## src/rtl/gcd_req_scheduler.sv

```systemverilog
// Round-robin front end that shares one GCD core between N_REQ requesters.
// Zero-operand jobs are answered locally; a watchdog aborts jobs the core never finishes.
module gcd_req_scheduler #(
    parameter int N_REQ   = 4,
    parameter int W       = 10,
    parameter int TIMEOUT = 2048
) (
    input  logic               clk,
    input  logic               reset,
    input  logic [N_REQ-1:0]   req,
    input  logic [N_REQ*W-1:0] req_a,
    input  logic [N_REQ*W-1:0] req_b,
    output logic [N_REQ-1:0]   grant,
    output logic [N_REQ-1:0]   resp_valid,
    output logic [W-1:0]       resp_res,
    output logic               resp_err,
    output logic               busy,
    output logic               gcd_start,
    output logic [W-1:0]       gcd_a,
    output logic [W-1:0]       gcd_b,
    input  logic               gcd_done,
    input  logic [W-1:0]       gcd_res
);

    localparam int IW = (N_REQ > 1) ? $clog2(N_REQ) : 1;
    localparam int CW = (TIMEOUT > 2) ? $clog2(TIMEOUT) : 1;
    localparam logic [CW-1:0]    WD_LAST  = CW'(TIMEOUT - 1);
    localparam logic [IW-1:0]    IDX_LAST = IW'(N_REQ - 1);
    localparam logic [N_REQ-1:0] ONE_HOT0 = {{(N_REQ-1){1'b0}}, 1'b1};
    localparam logic [W-1:0]     ZERO_W   = {W{1'b0}};

    typedef enum logic [1:0] {IDLE = 2'd0, ISSUE = 2'd1, WAIT = 2'd2, RESP = 2'd3} state_e;

    // Returns {found, index} of the first set request at or after ptr, wrapping.
    function automatic logic [IW:0] rr_pick(input logic [N_REQ-1:0] r, input logic [IW-1:0] ptr);
        logic [IW:0] res;
        int          j;
        res = {1'b0, ptr};
        for (int i = 0; i < N_REQ; i++) begin
            j = (int'(ptr) + i) % N_REQ;
            if (!res[IW] && r[j]) begin
                res = {1'b1, IW'(j)};
            end else begin
                res = res;
            end
        end
        return res;
    endfunction

    state_e             state_q, state_d;
    logic [IW-1:0]      rr_q, rr_d;
    logic [IW-1:0]      idx_q, idx_d;
    logic [CW-1:0]      wd_q, wd_d;
    logic [W-1:0]       gcd_a_q, gcd_a_d;
    logic [W-1:0]       gcd_b_q, gcd_b_d;
    logic               gcd_start_q, gcd_start_d;
    logic [N_REQ-1:0]   resp_valid_q, resp_valid_d;
    logic [W-1:0]       resp_res_q, resp_res_d;
    logic               resp_err_q, resp_err_d;
    logic               busy_q, busy_d;

    logic [IW:0]        pick_s;
    logic               found_s;
    logic [IW-1:0]      sel_s;
    logic [W-1:0]       sel_a_s;
    logic [W-1:0]       sel_b_s;
    logic [N_REQ-1:0]   grant_s;

    // Arbitration: candidate requester and its operands for this IDLE cycle.
    always_comb begin
        pick_s  = rr_pick(req, rr_q);
        found_s = pick_s[IW];
        sel_s   = pick_s[IW-1:0];
        sel_a_s = req_a[sel_s*W +: W];
        sel_b_s = req_b[sel_s*W +: W];
        // Grant is combinational so operands are sampled on the same edge; held low in reset.
        if (state_q == IDLE && found_s && reset) begin
            grant_s = ONE_HOT0 << sel_s;
        end else begin
            grant_s = {N_REQ{1'b0}};
        end
    end

    // Next-state and registered-output computation for the job FSM.
    always_comb begin
        state_d      = state_q;
        rr_d         = rr_q;
        idx_d        = idx_q;
        wd_d         = wd_q;
        gcd_a_d      = gcd_a_q;
        gcd_b_d      = gcd_b_q;
        gcd_start_d  = 1'b0;
        resp_valid_d = {N_REQ{1'b0}};
        resp_res_d   = ZERO_W;
        resp_err_d   = 1'b0;
        case (state_q)
            IDLE: begin
                if (found_s) begin
                    idx_d = sel_s;
                    if (sel_a_s == ZERO_W || sel_b_s == ZERO_W) begin
                        state_d      = RESP;
                        resp_valid_d = ONE_HOT0 << sel_s;
                        resp_res_d   = sel_a_s | sel_b_s;
                    end else begin
                        state_d     = ISSUE;
                        gcd_a_d     = sel_a_s;
                        gcd_b_d     = sel_b_s;
                        gcd_start_d = 1'b1;
                    end
                end else begin
                    state_d = IDLE;
                end
            end
            ISSUE: begin
                state_d = WAIT;
                wd_d    = {CW{1'b0}};
            end
            WAIT: begin
                // Completion takes priority over a watchdog expiry in the same cycle.
                if (gcd_done) begin
                    state_d      = RESP;
                    resp_valid_d = ONE_HOT0 << idx_q;
                    resp_res_d   = gcd_res;
                    gcd_a_d      = ZERO_W;
                    gcd_b_d      = ZERO_W;
                end else if (wd_q == WD_LAST) begin
                    state_d      = RESP;
                    resp_valid_d = ONE_HOT0 << idx_q;
                    resp_err_d   = 1'b1;
                    gcd_a_d      = ZERO_W;
                    gcd_b_d      = ZERO_W;
                end else begin
                    wd_d = wd_q + {{(CW-1){1'b0}}, 1'b1};
                end
            end
            RESP: begin
                state_d = IDLE;
                rr_d    = (idx_q == IDX_LAST) ? {IW{1'b0}} : idx_q + {{(IW-1){1'b0}}, 1'b1};
            end
            default: begin
                state_d = IDLE;
            end
        endcase
        busy_d = (state_d != IDLE);
    end

    // State and output registers.
    always_ff @(posedge clk or negedge reset) begin
        if (!reset) begin
            state_q      <= IDLE;
            rr_q         <= {IW{1'b0}};
            idx_q        <= {IW{1'b0}};
            wd_q         <= {CW{1'b0}};
            gcd_a_q      <= ZERO_W;
            gcd_b_q      <= ZERO_W;
            gcd_start_q  <= 1'b0;
            resp_valid_q <= {N_REQ{1'b0}};
            resp_res_q   <= ZERO_W;
            resp_err_q   <= 1'b0;
            busy_q       <= 1'b0;
        end else begin
            state_q      <= state_d;
            rr_q         <= rr_d;
            idx_q        <= idx_d;
            wd_q         <= wd_d;
            gcd_a_q      <= gcd_a_d;
            gcd_b_q      <= gcd_b_d;
            gcd_start_q  <= gcd_start_d;
            resp_valid_q <= resp_valid_d;
            resp_res_q   <= resp_res_d;
            resp_err_q   <= resp_err_d;
            busy_q       <= busy_d;
        end
    end

    assign grant      = grant_s;
    assign resp_valid = resp_valid_q;
    assign resp_res   = resp_res_q;
    assign resp_err   = resp_err_q;
    assign busy       = busy_q;
    assign gcd_start  = gcd_start_q;
    assign gcd_a      = gcd_a_q;
    assign gcd_b      = gcd_b_q;

endmodule

```

## config.mk

```make
export PLATFORM = sky130hd
export DESIGN_NAME = gcd_req_scheduler
export DESIGN_NICKNAME = d
export VERILOG_FILES = /design/src/rtl/gcd_req_scheduler.sv
export SDC_FILE = /design/constraint.sdc
export NUM_CORES = 1
export LEC_CHECK = 0
export ABC_CLOCK_PERIOD_IN_PS = 5950
export CORE_MARGIN = 1.5
export CORE_UTILIZATION = 40
export DETAILED_ROUTE_END_ITERATION = 16
export PLACE_DENSITY = 0.87
export SLEW_MARGIN = 20
export SYNTH_ARGS = -nofsm -noshare
export SYNTH_HDL_FRONTEND = slang
export SYNTH_SLANG_ARGS = --single-unit
export TNS_END_PERCENT = 10
```

## constraint.sdc

```tcl
create_clock -name clk -period 5.95 [get_ports clk]
set_input_delay 0.8925 -clock clk [delete_from_list [all_inputs] [get_ports clk]]
set_output_delay 0.8925 -clock clk [all_outputs]
set_load 0.03 [all_outputs]
```

==> impl_results.md <==
- Largest family of logic cells by synthesized area: multiplexers
- Cell Chain, Critical Path: clkdlybuf4s50_1 -> nor2b_1 -> a21oi_1 -> o221ai_4 -> buf_4 -> nand3_1 -> nor2_1 -> clkdlybuf4s50_1
- Final std cells w/o fill: 495
- NumNets Final: 501
- Share of layout cells above drive strength 1: 0.1035
- Fill cell count: 583
- Placer Congestion: 0.8779
- CP Class: input pin to output pin
- Adder-cell share of the synthesized area: 0.03774
- Final period util: 0.7747
- # DRC: 0
- Pins Over Slew Limit: 0
- Setup TNS Final: 0 ns
- Area added between synthesis and finish: 52.62%
- CTS tree: yes
- Final Skew: 0.01754 ns
- Cell area after synthesis: 2984 µm²
- Cts bufs inserted: 5
- CP required: 5.06 ns
- Commonest non-fill, non-tap cell in the layout: clkdlybuf4s50_1
- Synth Area in Simple Gates: 0.1488
- All-layer global routing usage: 0.2236
- Fmax: 0.2170 GHz
- CP max FO: 21
- Final Hold Fails: 0
- Max-Cap Viols: 0
- Final total power: 1862 µW
- Number of enable flip-flop cells after synthesis: 0
- Post-synthesis xor/xnor area fraction: 0.01761
- Syn nets: 366
- Diode count: 0
- Post-synth ARST share: 1.000
- Initial DRC Count: 227
- CTS sink count: 54
- Mux contribution to synthesized area: 0.1572
- Outcome: complete, no violations
- CTS Buffer Depth: 2
- Unrepaired setup endpoints after global routing: no
- Detail Route Antenna Nets: 0
- Synth Area in Compound Gates: 0.1405
- H-tree Lvls: 2
- Post-synth top flop: dfrtp_1
- Chip width: 89.37 µm
- Clk_lat worst skew: 0.32 ns
- First-pass GRT wire length: 13280 µm
- IO Pins: 138
- Final wirelength: 8855 µm
- Post-synthesis sequential area ratio: 0.4528
- Area of the core: 7253 µm²
- Leading cell types in the layout, fill and taps excluded: 136 x clkdlybuf4s50_1, 54 x dfrtp_1, 29 x nand2_1
- Critical Path End Type: output pin
- Avg Vias per Cell: 5.568
- Die ar.: 7987 µm²
- Pwr/cell area: 408.8 nW/µm²
- Final Util: 0.6279
- Avg Cell Area, Syn: 11.48 µm²
- DRT Pass-1 Iters: 4
- Rel. slew slack: 0.3625
- Final worst path period need: 4.609 ns
- Port bufs: 137
- Avg WL per Cell: 17.89 µm
- Final setup vio count: 0
- Post-CTS Resized: 0
- Distinct cells, synth: 39
- Placed insts: 487
- Root Driver: clkbuf_8
- Cell count after synthesis: 260
- Largest net degree at the start of global routing: 57
- Critical path's top delay family: buffers and inverters
- Most frequent CP cell: clkdlybuf4s50_1
- Congestion Overflow GR: 0
- CTS Hold Buffers Added: 0
- Worst vdd ir: 0.2221 mV
- Leakage: 0.001828 µW
- Synth Warn #: 0
- Reg clk slew, reported paths: 0.09 ns
- Initial core utilization: 0.4114
- Slowest stage delay, CP: 0.75 ns
- Area after DPL: 4438 µm²
- FF+latch count, synth: 54
- Initial antenna violation count: 0
- Hold Crit Class: register to register
- Row count: 31
- CP max-delay cell: o221ai_4
- Worst setup SP type: input pin
- Via Count: 2756
- Crit path DAT: 3.72 ns
- Final instance area: 4554 µm²
- Vias in the first global route: 2653
- CP Buf/Inv Count: 3
- Worst-Margin Slew: 0.9563 ns
- DIE HEIGHT: 89.37 µm
- Post-CTS Setup Bufs: 0
- Final HPWL DP: 6943 µm
[final timing paths]
kind                                    to  slack [ns]  cells past startpoint  startpoint
worst max-delay path              grant[0]        1.34                      8      req[2]
worst min-delay path              wd_q[10]        0.51                      2    wd_q[10]
worst max register to register    gcd_b[4]        2.44                      9     rr_q[1]
worst min register to register    wd_q[10]        0.51                      2    wd_q[10]
max in group asynchronous       state_q[0]        4.78                      2       reset
min in group asynchronous          wd_q[6]        0.71                      2       reset
[flip-flops by register name, summed over array words and instances (netlist names)]
signal      count
busy            1
gcd_a          10
gcd_b          10
gcd_start       1
idx_q           2
resp_err        1
resp_res       10
resp_valid      4
rr_q            2
state_q         2
wd_q           11
[per-stage QoR]
stage / setup slack [ns] / hold slack [ns]
finish: 1.341 / 0.5055
global route: 1.079 / 0.5703
CTS: 1.296 / 0.5151
detailed placement: 1.295 / 0.4944
global placement: 1.390 / 0.4846
floorplan: 2.474 / 0.4661
[routing by layer]
| metal | share of wire | wire (µm) | track usage |
|---|---|---|---|
| met1 | 0.39 | 3426 | 0.2911 |
| met2 | 0.52 | 4571 | 0.3664 |
| met5 | 0 | 0 | 0 |
| met3 | 0.079 | 700 | 0.05540 |
| met4 | 0.018 | 157 | 0.07552 |
[cells in the mapped netlist (2+ instances only)]
master	n	share of area
or3_1	3	0.0063
o31ai_1	2	0.0050
o21ai_1	15	0.025
inv_1	9	0.011
mux4_2	18	0.14
nor4_1	6	0.013
a21oi_1	3	0.0050
nand4_1	2	0.0042
buf_1	2	0.0025
mux4_1	2	0.018
and2_1	2	0.0042
buf_4	3	0.0075
nor2b_1	4	0.0084
nand2b_1	4	0.0084
nand2_1	29	0.036
nand3_1	5	0.0084
and3_4	2	0.0075
nor2_1	24	0.030
xnor2_1	3	0.0088
a32o_1	20	0.067
xor2_1	3	0.0088
clkbuf_1	5	0.0063
dfrtp_1	54	0.45
nor3_1	8	0.013
buf_6	3	0.011
ha_1	9	0.038
o221ai_1	2	0.0059
o21ai_0	7	0.012
[final cells by class]
class | instances | area [µm²] | share of cell area
multi-input cells | 182 | 1525 | 0.3349
flip-flops and latches | 54 | 1351 | 0.2967
repair buffers | 142 | 1404 | 0.3082
clock buffers | 5 | 68.82 | 0.01511
well taps | 99 | 123.9 | 0.02720
inverters | 10 | 37.54 | 0.008242
clock inverters | 3 | 43.79 | 0.009615
[power breakdown]
part	internal (µW)	switching, µW
logic	476	579
registers	474	79.8
clock network	126	127
total	1080	786
[worst register-to-register path, delay by kind of cell, from the launching register on]
| family | cells | cell delay, ns |
|---|---|---|
| AO/OA/AOI/OAI | 3 | 1.14 |
| AND/OR/NAND/NOR | 3 | 0.80 |
| multiplexers | 1 | 0.65 |
| flip-flops | 1 | 0.44 |
| buffers and inverters | 2 | 0.38 |
[cell families after synthesis]
| logic type | count (synthesis) |
|---|---|
| mux | 21 |
| xor+xnor | 6 |
| buf+inv | 24 |
| simple gates | 92 |
| fa+ha+maj | 9 |
| compound gates | 54 |
| flops | 54 |
Power figures use the tool's default switching activity.
